**src/rtl/audio_voice_mixer.sv**
```systemverilog
// Mixes NUM_VOICES gain-scaled samples per sample_tick through a shared 18x18 multiplier, then shifts and saturates.
// Latency NUM_VOICES*(5 + multiplier busy cycles) + 2; a tick during a frame or while the multiplier is busy only sets overrun.
module audio_voice_mixer #(
    parameter int NUM_VOICES = 4,
    parameter int GAIN_SHIFT = 15
) (
    input  logic               clk,
    input  logic               reset,
    input  logic               sample_tick,
    output logic [3:0]         voice_idx,
    input  logic signed [15:0] voice_sample,
    input  logic signed [17:0] voice_gain,
    output logic               mul_start,
    output logic signed [17:0] mul_a,
    output logic signed [17:0] mul_b,
    input  logic signed [35:0] mul_p,
    input  logic               mul_busy,
    output logic signed [15:0] mix_out,
    output logic               mix_valid,
    output logic               overrun
);

    typedef enum logic [2:0] {
        IDLE,
        LOAD,
        ISSUE,
        WAIT_HI,
        WAIT_LO,
        ACCUM,
        OUTPUT
    } state_t;

    localparam logic [3:0] LAST_IDX = 4'(NUM_VOICES - 1);

    state_t              r_state;
    state_t              w_next;
    logic                w_start_frame;
    logic                w_tick_overrun;
    logic [3:0]          r_voice_idx;
    logic signed [39:0]  r_acc;
    logic signed [17:0]  r_mul_a;
    logic signed [17:0]  r_mul_b;
    logic                r_mul_start;
    logic signed [15:0]  r_mix_out;
    logic                r_mix_valid;
    logic                r_overrun;
    logic signed [39:0]  w_shifted;
    logic signed [15:0]  w_sat;

    always_ff @(posedge clk or posedge reset) begin
        if (reset) begin
            r_state <= IDLE;
        end else begin
            r_state <= w_next;
        end
    end

    always_comb begin
        w_next         = r_state;
        w_start_frame  = 1'b0;
        w_tick_overrun = 1'b0;
        case (r_state)
            IDLE: begin
                // A busy multiplier means an operation left over from before reset.
                if (sample_tick) begin
                    if (mul_busy) begin
                        w_tick_overrun = 1'b1;
                    end else begin
                        w_start_frame = 1'b1;
                        w_next        = LOAD;
                    end
                end
            end
            LOAD:    w_next = ISSUE;
            ISSUE:   w_next = WAIT_HI;
            WAIT_HI: if (mul_busy)  w_next = WAIT_LO;
            WAIT_LO: if (!mul_busy) w_next = ACCUM;
            ACCUM:   w_next = (r_voice_idx == LAST_IDX) ? OUTPUT : LOAD;
            OUTPUT:  w_next = IDLE;
            default: w_next = IDLE;
        endcase
        if (sample_tick && (r_state != IDLE)) begin
            w_tick_overrun = 1'b1;
        end
    end

    assign w_shifted = r_acc >>> GAIN_SHIFT;

    always_comb begin
        w_sat = w_shifted[15:0];
        if (w_shifted > 40'sd32767) begin
            w_sat = 16'sh7FFF;
        end else if (w_shifted < -40'sd32768) begin
            w_sat = 16'sh8000;
        end
    end

    always_ff @(posedge clk or posedge reset) begin
        if (reset) begin
            r_voice_idx <= '0;
            r_acc       <= '0;
            r_mul_a     <= '0;
            r_mul_b     <= '0;
            r_mul_start <= 1'b0;
            r_mix_out   <= '0;
            r_mix_valid <= 1'b0;
            r_overrun   <= 1'b0;
        end else begin
            r_mul_start <= (r_state == LOAD);
            r_mix_valid <= (r_state == OUTPUT);
            if (w_tick_overrun) begin
                r_overrun <= 1'b1;
            end
            // Operands change only here so they stay put while the multiplier reads them.
            case (r_state)
                IDLE: begin
                    if (w_start_frame) begin
                        r_acc       <= '0;
                        r_voice_idx <= '0;
                    end
                end
                LOAD: begin
                    r_mul_a <= {{2{voice_sample[15]}}, voice_sample};
                    r_mul_b <= voice_gain;
                end
                ACCUM: begin
                    r_acc <= r_acc + {{4{mul_p[35]}}, mul_p};
                    if (r_voice_idx != LAST_IDX) begin
                        r_voice_idx <= r_voice_idx + 4'd1;
                    end
                end
                OUTPUT: r_mix_out <= w_sat;
                default: ;
            endcase
        end
    end

    assign voice_idx = r_voice_idx;
    assign mul_start = r_mul_start;
    assign mul_a     = r_mul_a;
    assign mul_b     = r_mul_b;
    assign mix_out   = r_mix_out;
    assign mix_valid = r_mix_valid;
    assign overrun   = r_overrun;

endmodule

```
**config.mk**
```make
export PLATFORM = sky130hd
export DESIGN_NAME = audio_voice_mixer
export DESIGN_NICKNAME = d
export VERILOG_FILES = /design/src/rtl/audio_voice_mixer.sv
export SDC_FILE = /design/constraint.sdc
export NUM_CORES = 1
export LEC_CHECK = 0
export BUFFER_PORTS_ARGS = -buffer_cell sky130_fd_sc_hd__buf_4
export CORE_MARGIN = 2
export CORE_UTILIZATION = 53
export DETAILED_ROUTE_END_ITERATION = 12
export PLACE_DENSITY = 0.88
export SLEW_MARGIN = 10
export SYNTH_ARGS = -nofsm -noshare
export SYNTH_HDL_FRONTEND = slang
export SYNTH_SLANG_ARGS = --single-unit
```
**constraint.sdc**
```tcl
create_clock -name clk -period 6.5 [get_ports clk]
set_input_delay 0.65 -clock clk [delete_from_list [all_inputs] [get_ports clk]]
set_output_delay 0.65 -clock clk [all_outputs]
set_load 0.1 [all_outputs]
```
# Word level (Yosys, flattened, before mapping)
# Index checks and enable logic that the tools add are counted.
dict set report classes {
  addsub 2
  multipliers 0
  div_mod_pow 0
  n_lt_le_gt_ge 2
  eq_ne 14
  shifts 0
  n_mux 20
  bitwise_logic 0
  reduce_logical 7
}
# op n
set ops {}
lappend ops {{one-hot mux 40 bit (2 select lines)} 1}
lappend ops {{adder 40 bit} 1}
lappend ops {{two-way mux 40 bit} 1}
lappend ops {{two-way mux 16 bit} 2}
lappend ops {{> comparator 25 x 16 -> 1 bit, second input constant} 1}
lappend ops {{< comparator 25 x 16 -> 1 bit, second input constant} 1}
lappend ops {{one-hot mux 3 bit (6 select lines)} 1}
lappend ops {{two-way mux 3 bit} 5}
lappend ops {{inequality test 2 bit, second input constant} 6}
lappend ops {{== test 3 bit, second input constant} 3}
lappend ops {{two-way mux 4 bit} 2}
lappend ops {{one-hot mux 4 bit (2 select lines)} 1}
lappend ops {{two-way mux 1 bit} 7}
lappend ops {{== test 3 x 2 -> 1 bit, second input constant} 2}
lappend ops {{adder 4 x 1 -> 4 bit, second input constant} 1}
lappend ops {{== test 4 x 2 -> 1 bit, second input constant} 1}
lappend ops {{inequality test 4 x 2 -> 1 bit, second input constant} 1}
lappend ops {{AND reduction 4 bit} 1}
lappend ops {{== test 3 x 1 -> 1 bit, second input constant} 1}
lappend ops {{zero test 3 bit} 1}
lappend ops {{AND reduction 3 bit} 1}
lappend ops {{nonzero test 3 bit} 1}
lappend ops {{AND reduction 2 bit} 1}
lappend ops {{nonzero test 2 bit} 1}
lappend ops {{logical AND 1 bit} 1}
dict set report word_totals {
  ff_bits 100
  latch_bits 0
  ramBits 0
  romBits 0
  out_inout_bits 59
  mem_count 0
}

# Depth between registers and ports, before layout
# Gate-level depths: netlist (run 1).
dict set report logic_depth {
  depth_word 5
  mapped_depth 12
  ltp_nobuf 12
}

# Worst setup path after synthesis (run 1)
# OpenSTA, ideal clock, no wires.
dict set report synth_timing {
  path_type {input -> register}
  from {input port mul_p[0]}
  to {register r_acc[30]}
  setup_ns 0.118
  arrival_ns 2.916
  required_ns 6.382
  slack_ns 3.466
  stages 12
  path_buffers 0
  cell_sequence {ha_1 > fa_1 > a211oi_1 > nor2_2 > a41oi_4 > nand2_1 > a41oi_1 > o221ai_1 > or3b_1 > xor2_1 > nand2_1 > nand2_1}
}
dict set report synth_between {
  elab_chain_len 2
}
# element line_no
set synth_lines {}
lappend synth_lines {{start, declared} 16} ;# input logic signed [35:0] mul_p,
lappend synth_lines {{adder 40 bit} 127} ;# r_acc <= r_acc + {{4{mul_p[35]}}, mul_p};
lappend synth_lines {{one-hot mux 40 bit (2 select lines)} 115} ;# case (r_state)
lappend synth_lines {{end signal, assigned} 127}
lappend synth_lines {{end, declared} 40} ;# logic signed [39:0] r_acc;
# No other way between the ends.
# A chain may end at the register's enable or synchronous reset.

# Worst setup path after layout (run 1)
dict set report layout_timing {
  from {input port mul_p[0]}
  to {register r_acc[38]}
}
# The elaborated chain is that of the path after synthesis.

==> flow_summary_export.csv, run 1 <==
group,metric,value,unit
worst_setup_path,cpLargestDelayFamily,"compound AO/OA/AOI/OAI gates",
routing,drcViolationCount,0,
worst_setup_path,r2r_end,"r_acc[38]$_DFFE_PP0P_",
worst_setup_path,crit_buf_inv,1,
worst_setup_path,critPathMaxFanout,4,
sta,setup_viol,0,
floorplanning,die_y,110,um
flow_run,cap_violations,0,
cts,cts_buffers,9,
worst_setup_path,critPathMaxStageDelay,0.42,ns
floorplanning,fp.coreArea,0.0109,mm^2
grt,grt_max_degree,59,
logic_synthesis,syn_nets,741,
place,io_buffers,132,
logic_synthesis,netlist_area,0.00595,mm^2
logic_synthesis,yosys_warnings,0,
worst_setup_path,reg2reg_setup_slack,3.43,ns
layout,stdcell_area,0.00721,mm^2
sta,drv_slew,0,
logic_synthesis,synth_top_area_share,42.1,%
cts,holdBufCountCts,0,
floorplanning,fp.dieW,110,um
routing,vias,5053,
routing,vias_per_cell,5.69,
worst_setup_path,reg2reg_depth,12,
layout,fillCellCount,840,
sta,worstMarginPinSlew,1.24,ns
layout,drive_gt1_share,27.4,%
layout,area_growth,21.3,%
min_path,hold_path.class,"in2async",
logic_synthesis,avgSynthCellArea,9.50,um^2
sta,fmax,324,MHz
place,place_congestion,0.914,
outcome,outcome,"finished, final reports clean",
logic_synthesis,netlist_top_cells_area,"dfrtp_1 (42%), ha_1 (8.4%), mux2_2 (6.8%), nand2_1 (5.0%), a21oi_1 (4.6%)",
cts,ctsResizeCount,0,
layout,antennaDiodeCount,0,
layout,layout.cells.non_filler,888,
routing,totalWireLength,14.5,mm
logic_synthesis,seq_area_frac_synth,42.1,%
layout,seq_area,0.00250,mm^2
sta,rsz0062_at_grt,"false",
sta,period_needed,3.09,ns
logic_synthesis,synthCells,626,
logic_synthesis,synth_flop_cell,"dfrtp_1",
sta,setup_tns,0,ns
cts,cts-htree-levels,3,
routing,dr.first_iter.drc_count,345,
floorplanning,rows,38,
sta,hold_viol,0,
cts,cts_root_buf,"clkbuf_8",
worst_setup_path,cp-start-kind,"primary input",
sta,fin_hold_ws,0.347,ns
layout,finalNetCount,858,
grt,antenna_found_initial,0,
grt,grt_pass1_vias,4776,
grt,grt_pass1_wl,22.4,mm
cts,cts_tree,"done",
cts,path_clk_slew,0.10,ns
worst_setup_path,cp_data_arrival_time,3.32,ns
worst_setup_path,worstSetupPathType,"in2reg",
routing,antenna_left,0,
worst_setup_path,path_cells,"buf_4 > ha_1 > fa_1 > a211oi_1 > nor2_2 > a41oi_4 > nand2_1 > a41oi_1 > o221ai_1 > o221ai_1 > o21ai_1 > xnor2_1 > o21ai_1",
logic_synthesis,synthArstFlopShare,100,%
cts,postCtsSetupRepairBufs,0,
floorplanning,io_pins,133,
worst_setup_path,cp.required,6.73,ns
cts,cts.sinks,100,
logic_synthesis,synth_edf_count,0,
place,place_inst,872,
worst_setup_path,critPathSlowestCell,"fa_1",
floorplanning,die_area,0.0121,mm^2
cts,clock_latency,0.37,ns
place,post-dp-hpwl,11.0,mm
logic_synthesis,yosysTopAreaCell,"dfrtp_1",
floorplanning,start_util,54.6,%
routing,wire_per_inst,16.3,um
sta,slew_headroom,17.4,%
logic_synthesis,ys_ff_latch,100,
logic_synthesis,synth_cell_types,59,
cts,cts.path.max_buffers,2,
worst_setup_path,cp-end-kind,"register",
worst_setup_path,r2r_start,"r_acc[0]$_DFFE_PP0P_",
sta,period_share,47.5,%
layout,multiInputGateArea,0.00328,mm^2
routing,drtPass1Iterations,4,
grt,grt.total_usage,23.8,%
grt,grt.overflow.total,0,
sta,finClkSkew,0.0163,ns
place,dpl_cell_area,0.00703,mm^2
[per-stage QoR]
stage	utilization [%]	setup slack (ns)
after CTS	66.2	3.43
after global routing	66.2	3.23
after floorplan	-	3.23
after detailed placement	64.6	3.06
after global placement	64.6	3.13
final	66.2	3.41
[how the worst max path moves through the flow]
stage | start | to | cells past startpoint
finish | mul_p[0] | r_acc[38]$_DFFE_PP0P_ | 13
floorplan | reset | mix_out[0]$_DFFE_PP0P_ | 1
global placement | mul_p[0] | r_acc[30]$_DFFE_PP0P_ | 13
global route | r_acc[0]$_DFFE_PP0P_ | r_acc[38]$_DFFE_PP0P_ | 12
detailed placement | mul_p[0] | r_acc[38]$_DFFE_PP0P_ | 13
CTS | r_acc[0]$_DFFE_PP0P_ | r_acc[38]$_DFFE_PP0P_ | 12
[worst reg2reg max path, stage by stage (launching register included)]
cell and delay (ns):
dfrtp_1 0.39, ha_1 0.22, fa_1 0.42, a211oi_1 0.29
nor2_2 0.13, a41oi_4 0.22, nand2_1 0.13, a41oi_1 0.28
o221ai_1 0.19, o221ai_1 0.31, o21ai_1 0.14, xnor2_1 0.16
o21ai_1 0.07
[cell type report]
cell class / instances / share of cell area, %
clock buffers: 11 / 1.96
clock inverters: 5 / 0.503
inverters: 10 / 0.555
multi-input cells: 484 / 45.5
flip-flops and latches: 100 / 34.7
well taps: 140 / 2.43
repair buffers: 138 / 14.4
[layer usage]
layer	global-route usage, %	vias to the layer above	wire length [um]
li1	-	2481	-
met1	30.9	2390	6310
met2	41.3	167	7030
met3	2.19	15	859
met4	8.59	0	260
met5	0	-	0
[logic make-up (layout without fill, tap and decap cells)]
logic type	after synthesis	count (layout)	share of synthesized area [%]
flip-flops	100	100	42.1
AND/OR/NAND/NOR	192	192	14.9
adder cells (fa/ha/maj)	41	41	8.75
XOR/XNOR	37	37	5.45
buffers and inverters	42	164	2.84
multiplexers	37	37	6.99
AO/OA/AOI/OAI	177	177	19.0
[cells in the final DEF (no fill, tap or decap), drive strengths merged, types with 2 or more instances in the layout]
master / synthesis / routed
o22ai: 2 / 2
a211oi: 6 / 6
nor3b: 2 / 2
a21boi: 3 / 3
and2: 7 / 7
a21oi: 59 / 59
clkbuf: 27 / 11
mux2: 36 / 36
nor4: 3 / 3
o21a: 2 / 2
o31ai: 3 / 3
dfrtp: 100 / 100
nand2b: 2 / 2
clkinv: 0 / 4
nor3: 8 / 8
nor2b: 7 / 7
o21bai: 5 / 5
a31oi: 5 / 5
nand4: 9 / 9
nand3: 31 / 31
nor2: 37 / 37
nand2: 80 / 80
inv: 10 / 11
a21o: 16 / 16
o221ai: 3 / 3
o21ai: 57 / 57
a41oi: 3 / 3
buf: 5 / 138
xnor2: 20 / 20
ha: 40 / 40
xor2: 17 / 17
a22o: 3 / 3
[state kept, by name (all words and copies together), names as in the netlist]
| name | count |
|---|---|
| mix_out | 16 |
| mix_valid | 1 |
| mul_a | 16 |
| mul_b | 18 |
| mul_start | 1 |
| overrun | 1 |
| r_acc | 40 |
| r_state | 3 |
| voice_idx | 4 |
[Yosys cell counts, drive strengths merged, types with 2 or more instances]
master  number
dfrtp      100
nand2       80
a21oi       59
o21ai       57
ha          40
nor2        37
mux2        36
nand3       31
clkbuf      27
xnor2       20
xor2        17
a21o        16
inv         10
nand4        9
nor3         8
and2         7
nor2b        7
a211oi       6
a31oi        5
buf          5
o21bai       5
a21boi       3
a22o         3
a41oi        3
nor4         3
o221ai       3
o31ai        3
nand2b       2
nor3b        2
o21a         2
o22ai        2
Power of run 1 is left out: the tool's default activity adds up to more than one toggle a clock period on the data nets, which glitch-free logic cannot reach.
==> inputs of run 2 (changes only) <==
ABC_AREA = 1   (was default)
PLACE_DENSITY = 0.87   (was 0.88)
clock period = 3.2 ns   (was 6.5 ns; I/O delays follow)
==> run 2 against run 1 <==
- via count grew 38%
- flip-flop and latch count is the same
- final area is 14% higher
- first-iteration DRC count grew 85%
- hold slack lost 0.31 ns
- clock skew shrank 0.0022 ns
- die area grew 13%
- critical path type is now reg2reg
==> flow_summary_export.csv, run 2 <==
group,metric,value,unit
cts,cts-htree-levels,3,
min_path,hold_path.class,"in2async",
floorplanning,die_y,117,um
power_and_ir_drop,ir_drop,0.386,mV
grt,gr-max-usage-layer,"met2",
grt,grt_pass1_vias,6441,
power_and_ir_drop,p_comb_share,64.5,%
logic_synthesis,synthCells,1035,
place,post-dp-hpwl,14.6,mm
grt,grt_pass1_wl,30.0,mm
floorplanning,die_area,0.0137,mm^2
sta,setup_viol,0,
routing,drcViolationCount,0,
place,place_congestion,0.991,
grt,grt.total_usage,28.0,%
grt,grt_max_degree,59,
layout,area_growth,22.1,%
grt,met1_usage,37.4,%
floorplanning,rows,41,
routing,vias,6971,
cts,cts_buffers,9,
sta,fin_ws,0.849,ns
cts,cts_root_buf,"clkbuf_16",
power_and_ir_drop,seqPwrFrac,23.2,%
sta,worstMarginPinSlew,0.765,ns
floorplanning,io_pins,133,
cts,cts.sinks,100,
sta,hold_viol,0,
cts,ctsResizeCount,0,
logic_synthesis,yosys_warnings,0,
logic_synthesis,seq_area_frac_synth,37.0,%
grt,grt.met2_usage,46.6,%
sta,period_share,73.5,%
power_and_ir_drop,switching_share,58.4,%
worst_setup_path,cp-end-kind,"register",
power_and_ir_drop,power_switching,5.45,mW
cts,cts.path.max_buffers,2,
logic_synthesis,yosysTopAreaCell,"dfrtp_1",
sta,rsz0062_at_grt,"false",
logic_synthesis,synth.most_common_cell,"nand2_1",
logic_synthesis,synth_flop_cell,"dfrtp_1",
routing,totalWireLength,19.0,mm
floorplanning,fp.coreArea,0.0125,mm^2
worst_setup_path,worstSetupPathType,"reg2reg",
routing,vias_per_cell,5.20,
worst_setup_path,cp.required,3.44,ns
logic_synthesis,netlist_top_cells_area,"dfrtp_1 (37%), nand2_1 (24%), ha_1 (7.4%), inv_1 (7.1%), nor2_1 (5.8%)",
sta,period_needed,2.35,ns
cts,clock_latency,0.36,ns
layout,mostFrequentLayoutCell,"nand2_1",
power_and_ir_drop,clkPwrFrac,12.3,%
cts,cts_tree,"done",
logic_synthesis,synth_cell_types,33,
power_and_ir_drop,p_leak,4.67,nW
sta,drv_slew,0,
logic_synthesis,synthTopCellsByCount,"nand2_1 (438), inv_1 (128), nor2_1 (104)",
grt,grt_use_met3,4.33,%
routing,antenna_left,0,
power_and_ir_drop,powerDensity,1130,mW/mm^2
layout,top_register,"r_acc",
floorplanning,start_util,54.0,%
routing,wire_per_inst,14.1,um
worst_setup_path,cp-start-kind,"register",
sta,finClkSkew,0.0142,ns
power_and_ir_drop,intPower,3.88,mW
place,post-place-ws,0.828,ns
logic_synthesis,synth_edf_count,0,
logic_synthesis,syn_nets,1150,
routing,dr.first_iter.drc_count,638,
layout,antennaDiodeCount,0,
logic_synthesis,synth_top_area_share,37.0,%
cts,path_clk_slew,0.08,ns
cts,holdBufCountCts,0,
sta,setup_tns,0,ns
place,io_buffers,132,
outcome,outcome,"finished, final reports clean",
grt,antenna_found_initial,0,
worst_setup_path,cp_data_arrival_time,2.59,ns
flow_run,cap_violations,0,
logic_synthesis,synthArstFlopShare,100,%
layout,drive_gt1_share,14.1,%
routing,drtPass1Iterations,5,
layout,layout_common_cells,"nand2_1 (438), buf_4 (137), inv_1 (127)",
worst_setup_path,critPathMaxFanout,5,
logic_synthesis,netlist_area,0.00676,mm^2
cts,postCtsSetupRepairBufs,0,
floorplanning,fp.dieW,117,um
sta,slew_headroom,48.9,%
logic_synthesis,avgSynthCellArea,6.53,um^2
layout,largest_reg_flops,40,
layout,finalNetCount,1280,
sta,fmax,425,MHz
logic_synthesis,ys_ff_latch,100,
grt,grt.overflow.total,0,
-- run 2: path summary, 6_finish.rpt --
path	startpoint	endpoint	slack, ns	depth (start not counted)
min reg2reg	overrun$_DFFE_PP0P_	overrun$_DFFE_PP0P_	0.47	1
max in group asynchronous	reset	r_acc[18]$_DFFE_PP0P_	2.44	3
min in group clk	voice_gain[6]	mul_b[6]$_DFFE_PP0P_	0.16	3
max reg2reg	r_acc[0]$_DFFE_PP0P_	r_acc[38]$_DFFE_PP0P_	0.85	12
max	r_acc[0]$_DFFE_PP0P_	r_acc[38]$_DFFE_PP0P_	0.85	12
min	reset	mul_b[2]$_DFFE_PP0P_	0.04	2
-- run 2: per-stage QoR --
stage	area, um^2	util [%]	std cells	hold slack (ns)	power (mW)
2_1_floorplan	6760	-	1035	0.437	6.78
3_3_place_gp	7950	63.5	1326	0.423	8.05
3_5_place_dp	7950	63.5	1326	0.429	8.14
4_1_cts	8260	66.0	1341	0.0457	9.30
5_1_grt	8260	66.0	1341	0.0769	9.95
6_report	8260	66.0	1341	0.0356	9.33
-- run 2: worst max-delay path: stages (launching register included) --
cell	delay (ns)
dfrtp_1	0.38
ha_1	0.25
fa_1	0.49
nand3_1	0.11
nand3_1	0.16
nand2_1	0.13
nand2_1	0.11
nand2_1	0.08
nand3_1	0.18
nand2_1	0.13
nand3_1	0.07
nand3_1	0.09
nand2_1	0.06
-- run 2: cells by family after synthesis --
logic type / Yosys count / synth area share (%)
xor+xnor: 9 / 1.17
fa+ha+maj: 41 / 7.70
flops: 100 / 37.0
compound gates: 108 / 8.62
simple gates: 626 / 36.9
buf+inv: 151 / 8.64
-- run 2: final cells by class --
type | instances | area [um^2]
flip-flops and latches | 100 | 2500
multi-input cells | 784 | 3690
repair buffers | 138 | 1050
well taps | 172 | 215
inverters | 132 | 498
fillers | 1159 | 4260
clock buffers | 9 | 225
clock inverters | 6 | 78.8
-- run 2: power groups by stage --
stage / Clock, mW / Sequential [mW] / Combinational [mW]
after detailed placement: 0 / 2.18 / 5.97
after global routing: 1.22 / 2.23 / 6.50
final: 1.15 / 2.17 / 6.02
after floorplan: 0 / 4.34 / 2.43
after CTS: 1.15 / 2.16 / 5.99
after global placement: 0 / 2.15 / 5.89
-- run 2: per-layer routing --
metal | share of wire [%] | vias to the layer above
met5 | 0 | -
met1 | 44 | 3154
met3 | 7.6 | 47
met4 | 2.4 | 0
li1 | - | 3501
met2 | 46 | 269
No activity file was read; power rests on OpenSTA's default activity.
